`src/rtl/button_conditioner.sv`:
```
// Synchronises, debounces and edge-detects one push-button: press/release/long-press pulses.
// Latency DEBOUNCE_CYCLES+3 from raw edge to pulse; no backpressure, pulses are fire-and-forget.
module button_conditioner #(
  parameter int DEBOUNCE_CYCLES   = 260000,
  parameter int LONG_PRESS_CYCLES = 52000000,
  parameter bit ACTIVE_LOW        = 1'b0
) (
  input  logic clk,
  input  logic reset_n,
  input  logic button_raw,
  output logic pressed_level,
  output logic press_pulse,
  output logic release_pulse,
  output logic long_press_pulse
);
  localparam int DB_W   = $clog2(DEBOUNCE_CYCLES);
  localparam int HOLD_W = $clog2(LONG_PRESS_CYCLES);
  localparam logic [DB_W-1:0]   DB_LAST   = DB_W'(DEBOUNCE_CYCLES - 1);
  localparam logic [HOLD_W-1:0] HOLD_LAST = HOLD_W'(LONG_PRESS_CYCLES - 1);

  typedef enum logic [1:0] {
    RELEASED      = 2'd0,
    PRESS_CHECK   = 2'd1,
    PRESSED       = 2'd2,
    RELEASE_CHECK = 2'd3
  } state_t;

  state_t              state, state_nxt;
  logic                btn_norm, sync_meta, sync_q;
  logic [DB_W-1:0]     db_cnt, db_nxt;
  logic [HOLD_W-1:0]   hold_cnt, hold_nxt;
  logic                long_done;
  logic                holding, press_set, release_set, long_set;

  assign btn_norm = ACTIVE_LOW ? ~button_raw : button_raw;

  always_ff @(posedge clk or negedge reset_n) begin
    if (!reset_n) begin
      sync_meta <= 1'b0;
      sync_q    <= 1'b0;
    end else begin
      sync_meta <= btn_norm;
      sync_q    <= sync_meta;
    end
  end

  always_ff @(posedge clk or negedge reset_n) begin
    if (!reset_n) begin
      state <= RELEASED;
    end else begin
      state <= state_nxt;
    end
  end

  // Any reversion of sync_q inside a CHECK state falls straight back to the stable state.
  always_comb begin
    state_nxt = state;
    db_nxt    = db_cnt;
    case (state)
      RELEASED: begin
        if (sync_q) begin
          state_nxt = PRESS_CHECK;
          db_nxt    = '0;
        end
      end
      PRESS_CHECK: begin
        if (!sync_q)                state_nxt = RELEASED;
        else if (db_cnt == DB_LAST) state_nxt = PRESSED;
        else                        db_nxt    = db_cnt + 1'b1;
      end
      PRESSED: begin
        if (!sync_q) begin
          state_nxt = RELEASE_CHECK;
          db_nxt    = '0;
        end
      end
      RELEASE_CHECK: begin
        if (sync_q)                 state_nxt = PRESSED;
        else if (db_cnt == DB_LAST) state_nxt = RELEASED;
        else                        db_nxt    = db_cnt + 1'b1;
      end
      default: state_nxt = RELEASED;
    endcase
  end

  // Long press fires on the edge the hold count reaches its last value, unless that edge releases.
  always_comb begin
    holding     = (state == PRESSED) || (state == RELEASE_CHECK);
    press_set   = (state == PRESS_CHECK) && (state_nxt == PRESSED);
    release_set = (state == RELEASE_CHECK) && (state_nxt == RELEASED);
    hold_nxt    = hold_cnt;
    if (state_nxt == RELEASED || press_set)
      hold_nxt = '0;
    else if (holding && hold_cnt != HOLD_LAST)
      hold_nxt = hold_cnt + 1'b1;
    long_set = holding && (state_nxt != RELEASED) && (hold_nxt == HOLD_LAST) && !long_done;
  end

  assign pressed_level = (state == PRESSED) || (state == RELEASE_CHECK);

  always_ff @(posedge clk or negedge reset_n) begin
    if (!reset_n) begin
      db_cnt           <= '0;
      hold_cnt         <= '0;
      long_done        <= 1'b0;
      press_pulse      <= 1'b0;
      release_pulse    <= 1'b0;
      long_press_pulse <= 1'b0;
    end else begin
      db_cnt           <= db_nxt;
      hold_cnt         <= hold_nxt;
      press_pulse      <= press_set;
      release_pulse    <= release_set;
      long_press_pulse <= long_set;
      if (state_nxt == RELEASED) long_done <= 1'b0;
      else if (long_set)         long_done <= 1'b1;
    end
  end

endmodule
```
`config.mk`:
```
export PLATFORM = sky130hd
export DESIGN_NAME = button_conditioner
export DESIGN_NICKNAME = d
export VERILOG_FILES = /design/src/rtl/button_conditioner.sv
export SDC_FILE = /design/constraint.sdc
export NUM_CORES = 1
export LEC_CHECK = 0
export BUFFER_PORTS_ARGS = -buffer_cell sky130_fd_sc_hd__buf_2
export CELL_PAD_IN_SITES_DETAIL_PLACEMENT = 0
export CELL_PAD_IN_SITES_GLOBAL_PLACEMENT = 1
export CORE_ASPECT_RATIO = 1.75
export CORE_UTILIZATION = 39
export DETAILED_ROUTE_END_ITERATION = 12
export HOLD_SLACK_MARGIN = 0.02
export PLACE_DENSITY_LB_ADDON = 0.25
export SLEW_MARGIN = 15
export SYNTH_ARGS = -nofsm -noshare
export SYNTH_HDL_FRONTEND = slang
export SYNTH_SLANG_ARGS = --single-unit
```
`constraint.sdc`:
```
create_clock -name clk -period 4.1 [get_ports clk]
set_input_delay 0.205 -clock clk [delete_from_list [all_inputs] [get_ports clk]]
set_output_delay 0.205 -clock clk [all_outputs]
set_load 0.01 [all_outputs]
```
* After elaboration in Yosys (flattened, before gate mapping)
Cells that the tools add are included.
** Word-level totals
- Flip-flop bits (word level) :: 52
- Output and inout bits :: 4
** Cells by class
- Add/subtract/negate cells :: 2
- Eq/ne operators :: 11
- Multiplexer cells :: 17
- Reduce and logical (&&, ||, !) cells :: 14
** Operators by type and width (number)
- $mux 18 :: 5
- $pmux 18 s4 :: 1
- $mux 26 :: 2
- $add 26x1->26 const B :: 1
- $eq 26x26->1 const B :: 1
- $ne 26x26->1 const B :: 1
- $add 18x1->18 const B :: 1
- $eq 18x18->1 const B :: 1
- $mux 2 :: 6
- $ne 2x2->1 const B :: 4
- $pmux 2 s4 :: 1
- $eq 2x2->1 const B :: 3
- $logic_and 1x1->1 :: 6
- $logic_not 2->1 :: 2
- $reduce_and 4->1 :: 1
- $reduce_bool 2->1 :: 2
- $eq 2x1->1 const B :: 1
- $logic_or 1x1->1 :: 2
- $mux 1 :: 2
- $logic_not 1->1 :: 1

* Longest topological paths before layout
Gate-level depths: netlist of the first run.
- Depth in word-level cells :: 13
- Gate-level depth with buffers :: 10
- Gate-level depth less buffers :: 8

* Worst setup path before layout of the first run
OpenSTA, ideal clock, no wires.
- Path type :: register -> register
- Start point :: register hold_cnt[0]
- End point :: register long_press_pulse
- Library setup time :: 0.081 ns
- Arrival time :: 2.310 ns
- Setup slack :: 1.709 ns
- Cell stages (with the launch flop) :: 11
- Buffers on the path :: 2
- Cell sequence :: dfrtp_1 > ha_1 > clkbuf_1 > nand3_1 > nor3_1 > a31o_2 > clkbuf_1 > o21ai_0 > a211oi_1 > o2111ai_1 > nor3_2
** On the way
- Cells in the longest elaborated chain, start to end :: 7
- Elaborated cells on any way between the ends :: 8
** Ends and longest elaborated chain
- from (decl) :: line 31 : logic [HOLD_W-1:0] hold_cnt, hold_nxt;
- from (signal assigned) :: line 111 : hold_cnt <= hold_nxt;
- branches (longest 2 deep; another with $add 26x1->26)
- $mux 26 * :: line 94 : else if (holding && hold_cnt != HOLD_LAST)
- $mux 26 * :: line 92 : if (state_nxt == RELEASED || press_set)
- $eq 26x26->1 * :: line 96 : long_set = holding && (state_nxt != RELEASED) && (hold_nxt == HOLD_LAST) && !long_done;
- $logic_and 1x1->1 * (2 in series) :: line 96
- net long_set :: line 33 : logic holding, press_set, release_set, long_set;
- to (signal assigned) :: line 114 : long_press_pulse <= long_set;
- to (decl) :: line 14 : output logic long_press_pulse
Mark *: on every way through the listed nets, which the timed path passes.
A chain may end at the register's enable or synchronous reset.

* Final worst setup path of the first run
- Start point :: register hold_cnt[1]
- End point :: register long_done
** On the way
- Cells in the longest elaborated chain, start to end :: 8
- Elaborated cells on any way between the ends :: 9
** Ends and longest elaborated chain
- branches (longest 2 deep; another with $add 26x1->26)
- $mux 26 * :: line 94
- $mux 26 * :: line 92
- $eq 26x26->1 * :: line 96
- $logic_and 1x1->1 * (2 in series) :: line 96
- $reduce_bool 2->1 (no line) *
- to (signal assigned) :: line 105 : long_done <= 1'b0;
- to (signal assigned) :: line 115 : if (state_nxt == RELEASED) long_done <= 1'b0;
- to (signal assigned) :: line 116 : else if (long_set) long_done <= 1'b1;
- to (decl) :: line 32 : logic long_done;
Mark *: on every way between the ends.

==> flow_metrics.py, run 1 <==
metrics = {
    "detailed_routing": {
        "wl_per_cell_um": 19.0,
        "ant_nets": 0,
        "drt-total-wl_mm": 8.25,
        "drc": 0,
        "drtIter0Drc": 193,
        "drt_first_pass_iters": 5,
        "num_vias": 2592,
        "vias_per_cell": 5.97,
    },
    "logic_synthesis": {
        "synth_nets": 352,
        "ys_top_cells_by_area": "dfrtp_1 42%, nand2_1 5.1%, nor2_1 4.7%, xor2_1 4.5%, xnor2_1 3.7%",
        "synth_area_um2": 3110,
        "avgSynthCellArea_um2": 8.96,
        "synth_warnings": 0,
        "yosysTopAreaCell": "dfrtp_1",
        "ys.flop_type": "dfrtp_1",
        "yosysSeqAreaShare": 0.419,
        "ys_async_sr_fraction": 1.00,
        "synthTopCellsByCount": "52 x dfrtp_1, 42 x nand2_1, 39 x nor2_1",
        "synth_edf_count": 0,
        "synthesis.instances": 347,
        "synth_most_common_cell": "dfrtp_1",
        "synth_top_area_frac": 0.419,
        "synth_cell_types": 55,
        "ys_seq_elements": 52,
    },
    "die": {
        "io_pins": 7,
        "core_um2": 7620,
        "die_h_um": 120,
        "dieArea_um2": 8340,
        "start_util": 0.408,
        "die_w_um": 69.5,
        "rows": 42,
    },
    "placement": {
        "hpwl_mm": 6.10,
        "place_congestion": 0.908,
        "dp_cells": 425,
        "io_buffers": 6,
    },
    "worst_setup_path": {
        "rr_endpoint": "long_done",
        "worstSetupEndpointType": "register",
        "critPathMaxFanout": 7,
        "worstReg2RegStart": "hold_cnt[1]",
        "crit_path_frequent_cell": "nand4_1",
        "cp_num_buf_inv": 0,
        "path_cells": "ha_1, nand3_1, nor3_1, nand4_1, nand4_1, xor2_1, or4_4, o21ai_2",
        "crit_path_start_kind": "register",
        "reg2reg_slack_ns": 1.03,
        "cp_slowest_cell": "or4_4",
        "critPathArrivalTime_ns": 3.30,
        "cp_top_family": "simple AND/OR/NAND/NOR gates",
        "r2r_cells": 8,
        "worstSetupPathType": "reg -> reg",
        "crit_required_ns": 4.33,
        "max_stage_delay_ns": 0.60,
    },
    "cts": {
        "postCtsHoldBufs": 1,
        "cts-root-buf": "clkbuf_16",
        "ctsLongestPathBuffers": 2,
        "clk_pin_slew_ns": 0.07,
        "cts_tree": "done",
        "cts.sinks": 52,
        "cts_buffers": 5,
        "cts_setup_buffers": 0,
        "h-tree-depth": 2,
        "clock_latency_ns": 0.30,
        "postCtsResizedCells": 0,
    },
    "sta": {
        "hold_viol_final": 0,
        "slew_headroom": 0.539,
        "finalHoldWorstSlack_ns": 0.0195,
        "worst_slew_pin_slew_ns": 0.685,
        "setup_viol": 0,
        "post-route-period-util": 0.748,
        "rsz0062_at_grt": "no",
        "fin_crit_ns": 3.07,
        "drv_slew": 0,
        "fin_skew_ns": 0.00646,
        "fmax_mhz": 326,
        "fin_tns_setup_ns": 0,
    },
    "final_layout": {
        "stdcell_count": 434,
        "ff_latch_area_um2": 1300,
        "multi_input_area_um2": 1640,
        "nets": 350,
        "area_growth_syn_to_layout_pct": 6.44,
        "fillers": 756,
        "n_antenna_cell": 0,
        "final_layout_size_suffix_gt1_frac": 0.101,
    },
    "global_routing": {
        "antenna_found_initial": 0,
        "grt_max_degree": 53,
        "first_global_vias": 2601,
        "gr-total-overflow": 0,
        "grt_use_total": 0.218,
        "grt_pass1_wl_mm": 13.9,
    },
    "power": {
        "power.density_nw_per_um2": 313,
        "p_leak_nw": 1.27,
        "irDropWorstVdd_uv": 237,
    },
    "job": {
        "max_cap_violations": 0,
    },
    "min_path": {
        "hold_class": "in -> async",
    },
    "status": {
        "outcome": "completed",
    },
}
power breakdown:
part,total [mW],switching (mW),internal (mW)
Combinational,0.0327,0.0238,0.00887
Sequential,0.525,0.00690,0.518
Clock,0.477,0.189,0.288
cell type report:
type                    count  area share
clock buffers               6      0.0390
clock inverters             2      0.0106
inverters                   6     0.00681
multi-input cells         269       0.496
flip-flops and latches     52       0.393
well taps                  88      0.0333
repair buffers             11      0.0212
placed cells by master (no fill, tap or decap), types with 3 or more instances in the layout:
cell type  netlist  layout
a41oi_1          3       3
inv_1            6       6
nor4bb_1         3       3
nor2_1          39      39
a211oi_1         3       3
nand3b_1         3       3
dfrtp_1         52      52
nor3_1           8       8
clkbuf_16        0       5
or3_1            7       7
o31ai_1          5       5
nand2_1         42      42
buf_4            1       4
a21oi_1         10       9
nand4_1         14      14
o21ai_0         19      19
and3_1           4       4
xor2_1          16      16
and4_1           5       5
xnor2_1         13      13
nor4_1          13      13
nand3_1         21      21
buf_2            6       6
routing by layer:
layer / wire [um] / up-vias / share of wire / track usage
met5: 0 / - / 0 / 0
met4: 467 / 0 / 0.057 / 0.151
met3: 248 / 29 / 0.030 / 0.0327
met2: 4530 / 73 / 0.55 / 0.388
met1: 3010 / 1247 / 0.36 / 0.231
li1: - / 1243 / - / -
cells by family (layout without fill, tap and decap cells):
family          Yosys count  after routing  share of synthesized area
flops                    52             52                      0.419
xor+xnor                 29             29                     0.0817
simple gates            184            184                      0.323
compound gates           52             52                      0.107
fa+ha+maj                 2              2                    0.00805
mux                       2              2                    0.00644
buf+inv                  26             25                     0.0547
worst register-to-register path: stages (launching register included):
cell	delay, ns
dfrtp_1	0.45
ha_1	0.36
nand3_1	0.20
nor3_1	0.44
nand4_1	0.43
nand4_1	0.26
xor2_1	0.14
or4_4	0.60
o21ai_2	0.12
registers in the layout, summed over array words and instances, names as in the netlist:
signal,cells
release_pulse,1
press_pulse,1
hold_cnt,26
long_press_pulse,1
state,2
sync_q,1
long_done,1
sync_meta,1
db_cnt,18
worst max-delay path by stage:
stage	from	cells after the start	slack [ns]	to
4_1_cts	hold_cnt[1]	8	1.10	long_press_pulse
3_5_place_dp	hold_cnt[1]	8	1.11	long_press_pulse
6_report	hold_cnt[1]	8	1.03	long_done
5_1_grt	hold_cnt[1]	8	0.75	long_press_pulse
3_3_place_gp	hold_cnt[1]	8	1.09	long_done
2_1_floorplan	hold_cnt[0]	10	1.71	long_press_pulse
stage by stage:
| step | area (um^2) | total power [mW] | setup WS, ns | utilization |
|---|---|---|---|---|
| 2_1_floorplan | 3110 | 0.552 | 1.71 | - |
| 5_1_grt | 3310 | 1.07 | 0.753 | 0.434 |
| 3_3_place_gp | 3130 | 0.568 | 1.09 | 0.411 |
| 6_report | 3310 | 1.03 | 1.03 | 0.434 |
| 4_1_cts | 3310 | 1.05 | 1.10 | 0.434 |
| 3_5_place_dp | 3130 | 0.568 | 1.11 | 0.411 |
Note: power is estimated with default switching activity, not from simulation.
==> inputs of run 2 (changes only) <==
==> constraint.sdc (replaced) <==
create_clock -name clk -period 3.2 [get_ports clk]
set_input_delay 0.16 -clock clk [delete_from_list [all_inputs] [get_ports clk]]
set_output_delay 0.16 -clock clk [all_outputs]
set_load 0.01 [all_outputs]
==> flow_metrics.py, run 2 (same netlist as run 1, synthesis figures left out) <==
metrics = {
    "sta": {
        "post-route-period-util": 0.910,
        "worst_slew_pin_slew_ns": 0.885,
        "setup_viol": 0,
        "fin_skew_ns": 0.00639,
        "fmax_mhz": 344,
        "final.setup.worst_slack_ns": 0.289,
        "fin_tns_setup_ns": 0,
        "hold_viol_final": 0,
        "rsz0062_at_grt": "no",
        "slew_headroom": 0.410,
        "drv_slew": 0,
        "fin_crit_ns": 2.91,
        "finalHoldWorstSlack_ns": 0.351,
    },
    "power": {
        "power.density_nw_per_um2": 379,
        "p_leak_nw": 1.30,
        "finalPower_mw": 1.27,
        "irDropWorstVdd_uv": 274,
    },
    "placement": {
        "dp_cells": 431,
        "hpwl_mm": 6.34,
        "place_area_um2": 3180,
        "dp_slack_ns": 0.296,
        "io_buffers": 6,
        "place_congestion": 0.891,
    },
    "global_routing": {
        "grt_pass1_wl_mm": 14.1,
        "grt_max_degree": 40,
        "first_global_vias": 2821,
        "antenna_found_initial": 0,
        "grt_use_total": 0.221,
        "gr-total-overflow": 0,
    },
    "job": {
        "max_cap_violations": 0,
    },
    "worst_setup_path": {
        "crit_path_frequent_cell": "nand4_1",
        "crit_required_ns": 3.42,
        "worstSetupEndpointType": "register",
        "critPathLaunch": "hold_cnt[1]",
        "critPathMaxFanout": 7,
        "cp_slowest_cell": "or4_4",
        "cp_num_buf_inv": 0,
        "crit_path_start_kind": "register",
        "cp_top_family": "simple AND/OR/NAND/NOR gates",
        "critPathArrivalTime_ns": 3.13,
        "path_cells": "ha_1, nand3_1, nor3_1, nand4_1, nand4_1, xor2_1, or4_4, nor3_2",
        "max_stage_delay_ns": 0.58,
        "worstSetupPathType": "reg -> reg",
        "worstReg2RegStart": "hold_cnt[1]",
    },
    "detailed_routing": {
        "num_vias": 2623,
        "drt-total-wl_mm": 8.30,
        "drt_first_pass_iters": 4,
        "vias_per_cell": 5.95,
        "drc": 0,
        "drtIter0Drc": 148,
        "ant_nets": 0,
        "wl_per_cell_um": 18.8,
    },
    "final_layout": {
        "stdcell_area_um2": 3350,
        "finish.utilization": 0.439,
        "stdcell_count": 441,
        "final_layout_size_suffix_gt1_frac": 0.119,
        "area_growth_syn_to_layout_pct": 7.73,
        "layout_commonest_cell": "dfrtp_1",
        "n_antenna_cell": 0,
        "largest_reg_flops": 26,
        "layout_common_cells": "52 x dfrtp_1, 42 x nand2_1, 39 x nor2_1, 21 x nand3_1, 19 x o21ai_0",
        "reg_top3": "hold_cnt: 26 flops, db_cnt: 18 flops, state: 2 flops",
        "regMostFlops": "hold_cnt",
        "nets": 357,
    },
    "die": {
        "io_pins": 7,
        "die_w_um": 69.5,
        "core_um2": 7620,
        "start_util": 0.408,
        "die_h_um": 120,
        "rows": 42,
        "dieArea_um2": 8340,
    },
    "cts": {
        "clk_pin_slew_ns": 0.07,
        "h-tree-depth": 2,
        "cts_buffers": 5,
        "clock_latency_ns": 0.30,
        "cts.sinks": 52,
        "cts-root-buf": "clkbuf_16",
        "postCtsResizedCells": 0,
        "cts_tree": "done",
        "ctsLongestPathBuffers": 2,
    },
    "status": {
        "outcome": "completed",
    },
    "min_path": {
        "hold_class": "reg -> reg",
        "min_from": "sync_meta",
    },
}
[run 2: layout make-up]
type	instances	area, um^2
repair buffers	18	125
inverters	6	22.5
fillers	783	4270
clock buffers	6	139
multi-input cells	269	1640
well taps	88	110
clock inverters	2	10.0
flip-flops and latches	52	1300
[run 2: what timing repair did]
item,in CTS,in global routing
hold endpoints to repair,12,0
setup buffers,0,0
endpoints found under the setup margin,0,0
hold buffers,2,0
[run 2: metal layers]
layer / track usage / wire length (um) / part of all wire / up-vias
li1: - / - / - / 1261
met1: 0.221 / 2960 / 0.36 / 1261
met2: 0.402 / 4550 / 0.55 / 67
met3: 0.0386 / 296 / 0.036 / 34
met4: 0.157 / 498 / 0.060 / 0
met5: 0 / 0 / 0 / -
[run 2: worst paths after layout]
kind	slack (ns)	cells past startpoint	to
max	0.29	8	long_press_pulse
min	0.35	0	sync_q
max reg2reg	0.29	8	long_press_pulse
min reg2reg	0.35	0	sync_q
max in group asynchronous	1.93	3	hold_cnt[10]
min in group asynchronous	0.53	2	hold_cnt[14]
[run 2: worst register-to-register path, stage by stage, from the launching register on]
cell and delay, ns:
dfrtp_1 0.45, ha_1 0.36, nand3_1 0.18, nor3_1 0.38, nand4_1 0.39, nand4_1 0.24, xor2_1 0.14, or4_4 0.58
nor3_2 0.12
[run 2: power by group]
| part | internal, mW | leakage (nW) | switching, mW |
|---|---|---|---|
| registers | 0.663 | 0.718 | 0.00703 |
| logic | 0.0137 | 0.506 | 0.0336 |
| clock network | 0.309 | 0.0766 | 0.241 |
| total | 0.986 | 1.30 | 0.282 |
